## src/rtl/pipe_stage_reg.sv

```systemverilog
// rtl/pipe_stage_reg.sv - parametrised inter-stage pipeline register with bubble insertion and forwarding-ready flag
module pipe_stage_reg #(
  parameter int          DATA_W   = 32,
  parameter int          NCH      = 2,
  parameter int          CTRL_W   = 8,
  parameter int          TNEW_W   = 2,
  parameter int          TNEW_DEC = 1,
  parameter logic [31:0] PC_RESET = 32'h0000_3000
) (
  input  logic                  clk,
  input  logic                  reset,
  input  logic                  en,
  input  logic                  flush,
  input  logic                  valid_i,
  input  logic [31:0]           pc_i,
  input  logic [CTRL_W-1:0]     ctrl_i,
  input  logic [NCH*DATA_W-1:0] data_i,
  input  logic [4:0]            a3_i,
  input  logic [TNEW_W-1:0]     tnew_i,
  input  logic [4:0]            exc_i,
  input  logic                  bd_i,
  output logic                  valid_o,
  output logic [31:0]           pc_o,
  output logic [CTRL_W-1:0]     ctrl_o,
  output logic [NCH*DATA_W-1:0] data_o,
  output logic [4:0]            a3_o,
  output logic [TNEW_W-1:0]     tnew_o,
  output logic [4:0]            exc_o,
  output logic                  bd_o,
  output logic                  fwd_ok_o
);

  logic                  r_valid;
  logic [31:0]           r_pc;
  logic [CTRL_W-1:0]     r_ctrl;
  logic [NCH*DATA_W-1:0] r_data;
  logic [4:0]            r_a3;
  logic [TNEW_W-1:0]     r_tnew;
  logic [4:0]            r_exc;
  logic                  r_bd;

  logic [31:0]           w_tnew_ext;
  logic [TNEW_W-1:0]     w_tnew_dec;

  // Saturating decrement done at 32 bits so a large TNEW_DEC can never wrap the field.
  assign w_tnew_ext = 32'(tnew_i);
  assign w_tnew_dec = (w_tnew_ext > 32'(TNEW_DEC)) ? TNEW_W'(w_tnew_ext - 32'(TNEW_DEC)) : '0;

  always_ff @(posedge clk) begin
    if (!reset) begin
      r_valid <= 1'b0;
      r_pc    <= PC_RESET;
      r_ctrl  <= '0;
      r_data  <= '0;
      r_a3    <= '0;
      r_tnew  <= '0;
      r_exc   <= '0;
      r_bd    <= 1'b0;
    end else if (flush) begin
      // Bubble keeps PC and BD so CP0 still sees the right EPC.
      r_valid <= 1'b0;
      r_pc    <= pc_i;
      r_ctrl  <= '0;
      r_data  <= '0;
      r_a3    <= '0;
      r_tnew  <= '0;
      r_exc   <= '0;
      r_bd    <= bd_i;
    end else if (en) begin
      r_valid <= valid_i;
      r_pc    <= pc_i;
      r_data  <= data_i;
      r_bd    <= bd_i;
      r_ctrl  <= valid_i ? ctrl_i     : '0;
      r_a3    <= valid_i ? a3_i       : '0;
      r_tnew  <= valid_i ? w_tnew_dec : '0;
      r_exc   <= valid_i ? exc_i      : '0;
    end
  end

  assign valid_o  = r_valid;
  assign pc_o     = r_pc;
  assign ctrl_o   = r_ctrl;
  assign data_o   = r_data;
  assign a3_o     = r_a3;
  assign tnew_o   = r_tnew;
  assign exc_o    = r_exc;
  assign bd_o     = r_bd;
  assign fwd_ok_o = r_valid & (r_a3 != 5'd0) & (r_tnew == '0);

endmodule

```

## config.mk

```make
export PLATFORM = sky130hd
export DESIGN_NAME = pipe_stage_reg
export DESIGN_NICKNAME = d
export VERILOG_FILES = /design/src/rtl/pipe_stage_reg.sv
export SDC_FILE = /design/constraint.sdc
export NUM_CORES = 1
export LEC_CHECK = 0
export BUFFER_PORTS_ARGS = -buffer_cell sky130_fd_sc_hd__buf_2
export CAP_MARGIN = 5
export CORE_ASPECT_RATIO = 1.5
export CORE_UTILIZATION = 25
export CTS_CLUSTER_SIZE = 25
export DETAILED_ROUTE_END_ITERATION = 10
export SYNTH_ARGS = -nofsm -noshare
export SYNTH_HDL_FRONTEND = slang
export SYNTH_SLANG_ARGS = --single-unit
```

## constraint.sdc

```tcl
create_clock -name clk -period 1.4 [get_ports clk]
set_clock_uncertainty 0.15 [all_clocks]
set_input_delay 0.07 -clock clk [delete_from_list [all_inputs] [get_ports clk]]
set_output_delay 0.07 -clock clk [all_outputs]
set_load 0.01 [all_outputs]
```

Word-level counts from Yosys, hierarchy flattened
Cells that the tools add are included.
{"block": "word_totals", "regBits": 118, "word_cells": 26, "inputBits": 122}
{"block": "op_classes", "mux": 9, "magnitude_cmp": 1, "n_bitwise": 3, "n_addsub": 1, "reduce_logical": 4}
{"cell": "$mux W32", "n": 2}
{"cell": "$mux W5", "n": 2}
{"cell": "$mux W8", "n": 1}
{"cell": "$reduce_bool A5 Y1", "n": 1}
{"cell": "$mux W2", "n": 2}
{"cell": "$and A1 B1 Y1", "n": 2}
{"cell": "$gt A2 B1 Y1 const B", "n": 1}
{"cell": "$logic_not A2 Y1", "n": 1}
{"cell": "$mux W1", "n": 2}
{"cell": "$reduce_bool A2 Y1", "n": 1}
{"cell": "$reduce_or A2 Y1", "n": 1}
{"cell": "$sub A2 B1 Y2 const B", "n": 1}
{"cell": "$not A1 Y1", "n": 1}

Logic depth before layout (Yosys ltp)
Gate-level depths: netlist of the first run.
{"block": "depth", "depth_word": 3, "depth_mapped": 5, "ltp_nobuf": 2}

Least setup slack after synthesis of the first run
No wires, ideal clock.
{"block": "synth_path", "kind": "reg2out", "from": "register r_a3[0], in the netlist a3_o[0]", "to": "output port fwd_ok_o", "arrival_ns": 1.078, "slack_ns": 0.102, "path_stages_with_launch": 3, "t_required_ns": 1.180, "cell_sequence": "dfxtp_1 -> or4_1 -> o211a_1"}
{"block": "synth_via", "elab_chain_cells": 3}
{"item": "start: declaration", "line": "37", "rtl": "logic [4:0] r_a3;"}
{"item": "start signal: assignment", "line": "75", "rtl": "r_a3 <= valid_i ? a3_i : '0;"}
{"item": "$reduce_bool A5 Y1", "line": "89", "rtl": "assign fwd_ok_o = r_valid & (r_a3 != 5'd0) & (r_tnew == '0);"}
{"item": "$and A1 B1 Y1 (2 in a row)", "line": "89"}
{"item": "end: declaration", "line": "30", "rtl": "output logic fwd_ok_o"}
No other way between the ends.

Worst setup path in the final report of the first run
Ends and elaborated chain as after synthesis.

==> flow_summary.ini, run 1 <==
[run_status]
outcome = finished with violations
violations = DRC, hold timing, setup timing

[power]
power_switching_mw = 2.056
power_density_nw_per_um2 = 1148
vdd_drop_max_v = 0.0006892
finalPower_mw = 9.337
internal_power_mw = 7.281
leakage_nw = 3.833
p_sw_frac = 0.2202
clkPwrFrac = 0.490
combinationalPowerShare = 0.130
pwr-share-seq = 0.381

[global_routing]
antenna_found_initial = 0
grt_max_degree = 54
grt_first_pass_wirelength_mm = 22.66
grt_pass1_vias = 4741
grt_use_total = 0.1529
grt-ovfl-total = 0

[floorplan]
num_rows = 59
die_w_um = 111.9
die_h_um = 166.9
dieArea_um2 = 18680
initial_core_util = 0.2579
coreArea_um2 = 17570
io_pins = 241

[cells_and_area]
layoutNonFillerInstCount = 1061
drive_gt1_frac = 0.3502
stdcell_area_um2 = 8137
syn_to_final_growth_pct = 79.54
finalNetCount = 960
fill_cells = 1630
n_antenna_cell = 0

[cts]
clk_pin_slew_ns = 0.05
cts_tree = yes
cts_made_buffers = 17
cts-root-buf = clkbuf_16
htreeDepth = 4
clock-sinks = 118
clkLatencyLatePin_ns = 0.40
clock_path_buffers = 2

[worst_hold_path]
hold_path.class = in2reg

[timing]
worstMarginPinSlew_ns = 0.4273
timing.hold.ws_ns = -0.02234
setup_tns_ns = -0.5985
fmax_mhz = 549.5
finalSetupViolCount = 4
period_share = 1.300
fin_ws_ns = -0.4200
relSlewSlack = 0.7152
period_minus_slack_ns = 1.820
rsz0062_at_grt = true
hold_violations = 11
slew_viol_final = 0

[synth]
syn_inst = 451
syn_area_um2 = 4532
ys_warn_count = 0
synth_top_area_share = 0.5213
ys_seq_area_frac = 0.5213
syn_nets = 573
synth_top_cell_by_area = dfxtp_1
synthTopCellsByArea = dfxtp_1 52%, mux2i_1 14%, or3b_1 6.0%
ys_types = 20
ys_ff_latch = 118
avgSynthCellArea_um2 = 10.05

[placed_design]
place.port_buffers = 240
dp_cells = 887
gp_congestion = 0.7144
dpl_worst_slack_ns = -0.02770
postPlaceCellArea_um2 = 6033
hpwl_mm = 8.687

[setup_path]
reg2reg_to = data_o[1]
worst_ep_required_time_ns = 1.18
reg2reg_slack_ns = 0.08
critPathLaunch = a3_o[0]
r2r_cells = 3
critPathLaunchType = flop
r2r_start = data_o[1]
cp-end-kind = output pin
crit_type = reg2out
worstPathMaxFanout = 2
cp-endpoint = fwd_ok_o
cp_data_arrival_time_ns = 1.60

[route]
ant_nets = 0
vias_per_cell = 4.433
drtIter0Drc = 178
first_pass_iters = 7
routedWlPerCell_um = 13.57
routed_wl_mm = 14.40
remaining_drc_errors = 18
vias = 4703

[run]
cap_viol_max_count = 0
-- metal layers --
| metal | vias to the layer above | wire length, um | part of all wire | global-route usage |
|---|---|---|---|---|
| li1 | 2327 | - | - | - |
| met1 | 2166 | 5717 | 0.40 | 0.1572 |
| met2 | 189 | 7470 | 0.52 | 0.2863 |
| met3 | 21 | 956 | 0.066 | 0.04549 |
| met4 | 0 | 255 | 0.018 | 0.06029 |
| met5 | - | 0 | 0 | 0 |
-- stage by stage --
step                        util  hold WS (ns)
final                     0.4631      -0.02234
after global routing      0.4631      0.006789
after CTS                 0.4608    0.00002337
after detailed placement  0.3434        0.1596
after global placement    0.3434        0.1520
after floorplan                -       0.06721
-- cells in the mapped netlist --
cell	instances
a21boi_1	31
a21oi_1	20
buf_2	8
buf_4	8
buf_6	4
clkbuf_1	18
clkbuf_2	2
dfxtp_1	118
inv_1	2
mux2i_1	65
nand2b_1	21
nand3_1	18
nand4_1	1
nand4b_1	1
nor2_1	66
o211a_1	1
o21ai_0	33
o311ai_1	2
or3b_1	31
or4_1	1
-- power by group through the flow --
stage	registers, mW	clock network, mW	logic [mW]
after floorplan	3.69	0	0.406
after global placement	3.62	0	0.880
after detailed placement	3.62	0	0.883
after CTS	3.55	4.71	1.19
after global routing	3.57	4.82	1.31
final	3.56	4.57	1.21
-- cell usage in the layout, fill, tap and decap left out, drive strengths merged --
cell         instances
or4                  1
clkinv               4
o211a                1
nand4                1
a21oi               20
or3b                31
bufinv               4
buf                264
mux2i               65
inv                  2
nor2                66
clkbuf              20
nand2b              21
dfxtp              118
clkinvlp             1
a21boi              31
dlygate4sd3        144
nand3               18
o311ai               2
nand4b               1
o21ai               33
-- repair_timing --
action	CTS	global route
hold endpoints to repair	118	6
pin swaps	0	0
gates resized for setup	1	6
hold buffers	144	2
setup endpoints to repair	1	20
setup buffers	0	1
-- how the worst min path moves through the flow --
stage                     from          to  slack, ns  cells after the start
floorplan            data_i[0]   data_o[0]       0.07                      2
global placement    data_i[62]  data_o[62]       0.15                      3
detailed placement    pc_i[13]    pc_o[13]       0.16                      3
CTS                    valid_i     a3_o[2]    0.00002                      4
global route                en   tnew_o[1]      0.007                      3
finish                      en  data_o[28]      -0.02                      3
-- registers in the layout, indices dropped and copies added (netlist names) --
register	count
a3_o	5
bd_o	1
ctrl_o	8
data_o	64
exc_o	5
pc_o	32
tnew_o	2
valid_o	1
-- area by class of cell --
type / count / area [um2] / share of cell area
tap: 213 / 266.5 / 0.03275
sequential: 118 / 2362 / 0.2903
clock buffer: 20 / 466.7 / 0.05736
clock inverter: 9 / 151.4 / 0.01861
multi-input combinational: 291 / 1957 / 0.2405
timing repair buffer: 408 / 2925 / 0.3595
inverter: 2 / 7.507 / 0.0009227
-- cells by family after synthesis --
logic type             synth area share
AO/OA/AOI/OAI                    0.1160
buffers and inverters           0.05080
flip-flops                       0.5213
multiplexers                     0.1436
AND/OR/NAND/NOR                  0.1684
-- worst max-delay path: stages (launching register included) --
cell and delay (ns):
dfxtp_1 0.31, or4_4 0.53, o211a_1 0.23, buf_2 0.14
Power figures use the tool's default switching activity.
==> run 2: changes to the inputs <==
Settings changed: CORE_UTILIZATION 25 to 45, CTS_CLUSTER_SIZE 25 to 8, PLACE_DENSITY set to 0.8.
==> run 2 against run 1 <==
Against the previous run:
- register-to-register slack better by 0.14 ns
- worst hold slack better by 0.041 ns
- clock power down 6.1%
- critical endpoint unchanged
- wire length increased by 14%
- non-clock buffer count fell by 36
- largest cell class unchanged
- clock-buffer cell count up 2
- design area shrank 6.5%
- the flow finishes with violations (DRC, setup timing)
- die area down 44%
- largest power group unchanged
- sequential share of layout area rose by 2.0 points
- worst setup slack improved by 0.030 ns
==> flow_summary.ini, run 2 (synthesis gave the netlist of run 1 again) <==
[run_status]
outcome = finished with violations
violations = DRC, setup timing

[cells_and_area]
finalNetCount = 924
largest_reg_flops = 64
stdcell_area_um2 = 7611
multi_input_area_um2 = 1942
fin_util = 0.7811
mostFrequentLayoutCell = buf_2
mostFrequentLayoutCells = 239 x buf_2, 119 x dlygate4sd3_1, 118 x dfxtp_1
layoutNonFillerInstCount = 930
fill_cells = 560
syn_to_final_growth_pct = 67.95
seq_area_um2 = 2362
drive_gt1_frac = 0.3452

[timing]
period_share = 1.278
fin_ws_ns = -0.3897
period_minus_slack_ns = 1.790
rsz0062_at_grt = true
timing.hold.ws_ns = 0.01907
worstMarginPinSlew_ns = 0.5465
slew_viol_final = 0
fmax_mhz = 558.8
hold_violations = 0
finalSetupViolCount = 1
relSlewSlack = 0.6357

[cts]
clkLatencyLatePin_ns = 0.40
cts-root-buf = clkbuf_16
clock_path_buffers = 2
clock-sinks = 118
htreeDepth = 4
cts_made_buffers = 17
cts_tree = yes
clk_pin_slew_ns = 0.05
post_cts_resized = 0

[route]
routedWlPerCell_um = 17.68
ant_nets = 0
first_pass_iters = 7
remaining_drc_errors = 40
vias_per_cell = 5.230
routed_wl_mm = 16.44
vias = 4864
drtIter0Drc = 276

[worst_hold_path]
hold_path.class = in2reg

[power]
finalPower_mw = 9.045
vdd_drop_max_v = 0.0009099
leakage_nw = 3.670
power_density_nw_per_um2 = 1188

[placed_design]
dp_cells = 779
gp_congestion = 0.7757
place.port_buffers = 240
hpwl_mm = 8.374
postPlaceCellArea_um2 = 5836

[setup_path]
worst_ep_required_time_ns = 1.18
cp-end-kind = output pin
crit_type = reg2out
reg2reg_slack_ns = 0.22
cp_data_arrival_time_ns = 1.57
critPathLaunchType = flop
worstPathMaxFanout = 2

[global_routing]
grt_first_pass_wirelength_mm = 25.41
grt-ovfl-total = 0
grt_max_degree = 78
grt_pass1_vias = 4992
grt_use_total = 0.3122
antenna_found_initial = 1

[floorplan]
initial_core_util = 0.4651
die_w_um = 83.94
io_pins = 241
num_rows = 44
dieArea_um2 = 10480
die_h_um = 124.9
coreArea_um2 = 9744

[run]
cap_viol_max_count = 0
run 2: changes by cell type in the layout (fill, tap and decap cells not counted), sizes merged:
| cell | change |
|---|---|
| diode | +1 |
| buf | -11 |
| clkbuf | +2 |
| clkinv | -1 |
| bufinv | -1 |
| dlygate4sd3 | -25 |
| clkinvlp | +2 |
run 2: path summary, 6_finish.rpt:
path | end | from | depth (start not counted)
worst max register to register | pc_o[31] | pc_o[31] | 2
worst min register to register | exc_o[2] | exc_o[2] | 2
worst max-delay path | fwd_ok_o | a3_o[0] | 3
worst min-delay path | ctrl_o[7] | en | 3
run 2: timing repair:
action | in CTS | in global routing
setup buffers | 0 | 0
setup endpoints to repair | 1 | 1
hold endpoints to repair | 117 | 0
hold buffers | 119 | 0
run 2: per-layer routing:
metal | part of all wire | vias up | track usage
met4 | 0.042 | 0 | 0.1704
met5 | 0 | - | 0
met1 | 0.37 | 2274 | 0.3212
met3 | 0.071 | 56 | 0.08284
li1 | - | 2260 | -
met2 | 0.52 | 274 | 0.5675
run 2: cell type report:
type | instances | area share
multi-input combinational | 291 | 0.2551
inverter | 2 | 0.0009864
sequential | 118 | 0.3104
antenna | 1 | 0.0003288
clock inverter | 9 | 0.01677
timing repair buffer | 372 | 0.3378
tap | 115 | 0.01891
clock buffer | 22 | 0.05967
run 2: power breakdown:
part	total, mW	switching, mW	internal [mW]	leakage, nW
logic	1.18	0.536	0.644	2.43
clock network	4.29	1.47	2.82	0.276
registers	3.57	0.0752	3.50	0.966
total	9.04	2.08	6.96	3.67
run 2: metrics by stage:
stage	worst slack [ns]	setup TNS, ns
6_report	-0.3897	-0.3897
3_5_place_dp	0.03612	0
3_3_place_gp	0.04294	0
5_1_grt	-0.4492	-0.4492
2_1_floorplan	0.1017	0
4_1_cts	-0.4013	-0.4013
run 2: worst max-delay path, cell delays in order, from the launching register on:
cell     delay, ns
dfxtp_1       0.31
or4_1         0.51
o211a_1       0.21
buf_2         0.14
==> run 3: changes to the inputs <==
Settings changed: CORE_UTILIZATION 45 to 48, PLACE_DENSITY 0.8 to 0.85.
Clock period 1.4 ns to 2.2 ns, I/O delays scaled along.
==> run 3 against run 2 <==
Against the previous run:
- the run now ends clean
- non-clock buffer count fell by 5
- clock-buffer cell count fell by 5
- die area fell by 6.1%
- first-iteration DRC count fell by 14%
- wire length fell by 1.4%
- flip-flop and latch count did not move
- sequential power fell by 36%
- largest cell class unchanged
==> flow_summary.ini, run 3 (synthesis gave the netlist of run 1 again) <==
[power]
power_density_nw_per_um2 = 758.0
combinationalPowerShare = 0.129
p_sw_frac = 0.2484
pwr-share-seq = 0.398
internal_power_mw = 4.288
vdd_drop_max_v = 0.0006646
power_switching_mw = 1.417
clkPwrFrac = 0.473
leakage_nw = 3.626

[placed_design]
dp_cells = 772
hpwl_mm = 7.886
gp_congestion = 0.7627
place.port_buffers = 240

[timing]
hold_violations = 0
rsz0062_at_grt = false
slew_viol_final = 0
period_minus_slack_ns = 1.991
finalSetupViolCount = 0
relSlewSlack = 0.5988
period_share = 0.9048
fmax_mhz = 502.4
setup_tns_ns = 0
worstMarginPinSlew_ns = 0.6019

[floorplan]
dieArea_um2 = 9842
coreArea_um2 = 9200
die_w_um = 81.34
die_h_um = 121.0
io_pins = 241
num_rows = 43
initial_core_util = 0.4926

[cells_and_area]
syn_to_final_growth_pct = 66.10
mostFrequentLayoutCell = buf_2
layoutNonFillerInstCount = 922
seq_area_um2 = 2362
multi_input_area_um2 = 1942
finalNetCount = 919
mostFrequentLayoutCells = 239 x buf_2, 118 x dfxtp_1, 118 x dlygate4sd3_1
n_antenna_cell = 0
fill_cells = 479
drive_gt1_frac = 0.3481
largest_reg_flops = 64

[route]
vias_per_cell = 5.320
routed_wl_mm = 16.21
routedWlPerCell_um = 17.58
vias = 4905
drtIter0Drc = 238
ant_nets = 0
first_pass_iters = 5
remaining_drc_errors = 0

[global_routing]
grt_max_degree = 72
grt_use_total = 0.3185
grt-ovfl-total = 0
grt_pass1_vias = 4868
grt_first_pass_wirelength_mm = 23.34
antenna_found_initial = 0

[cts]
cts_made_buffers = 17
cts-root-buf = clkbuf_16
clkLatencyLatePin_ns = 0.41
clock-sinks = 118
postCtsSetupBuffers = 0
clock_path_buffers = 2
htreeDepth = 4
cts_tree = yes
clk_pin_slew_ns = 0.06

[setup_path]
cp-end-kind = output pin
worst_ep_required_time_ns = 1.94
worstPathMaxFanout = 3
crit_type = reg2out
cp_data_arrival_time_ns = 1.73
critPathLaunchType = flop

[run_status]
outcome = finished, final reports clean

[run]
cap_viol_max_count = 0

[worst_hold_path]
hold_path.class = in2reg
run 3: cell types whose count changed in the layout (fill, tap and decap cells not counted), sizes merged:
cell         previous run  this run
clkinv                  3         6
dlygate4sd3           119       118
diode                   1         0
buf                   253       249
inv                     2         4
clkinvlp                3         5
bufinv                  3         2
clkbuf                 22        17
run 3: worst paths after layout:
kind              startpoint   endpoint  slack (ns)  cells after the start
setup / recovery     a3_o[0]   fwd_ok_o        0.21                      3
hold / removal            en  ctrl_o[5]        0.04                      3
setup reg to reg     pc_o[0]    pc_o[0]        0.89                      2
hold reg to reg    ctrl_o[6]  ctrl_o[6]        0.32                      2
run 3: layout make-up:
type	instances	share of cell area
inverters	2	0.0009973
clock buffers	17	0.05652
flip-flops and latches	118	0.3138
well taps	112	0.01862
multi-input cells	291	0.2580
clock inverters	15	0.02078
repair buffers	367	0.3313
run 3: metal layers:
layer,part of all wire,global-route usage
met1,0.36,0.3107
met2,0.52,0.5740
met3,0.078,0.08872
met4,0.044,0.1908
met5,0,0
run 3: stage by stage:
step	power [mW]	utilization	area, um2	hold slack [ns]	setup WS [ns]
5_1_grt	5.889	0.8182	7527	0.05120	0.1909
3_3_place_gp	2.817	0.6265	5764	0.1915	0.6140
3_5_place_dp	2.836	0.6265	5764	0.2014	0.5301
6_report	5.705	0.8182	7527	0.03810	0.2094
4_1_cts	5.663	0.8182	7527	0.003187	0.2286
2_1_floorplan	2.604	-	4532	0.1072	0.8617
run 3: worst max-delay path: stages, from the launching register on:
cell and delay, ns:
dfxtp_1 0.31, or4_1 0.59, o211a_1 0.27, buf_2 0.14
run 3: power groups by stage:
stage	Sequential, mW	Clock [mW]	Combinational [mW]
final	2.27	2.70	0.736
after CTS	2.26	2.71	0.695
after global placement	2.30	0	0.515
after detailed placement	2.31	0	0.530
after floorplan	2.35	0	0.258
after global routing	2.28	2.83	0.782
run 3: what timing repair did:
action / 4_1_cts / 5_1_grt
hold endpoints to repair: 117 / 0
gates resized for setup: 0 / 0
setup endpoints to repair: 0 / 0
hold buffers: 118 / 0
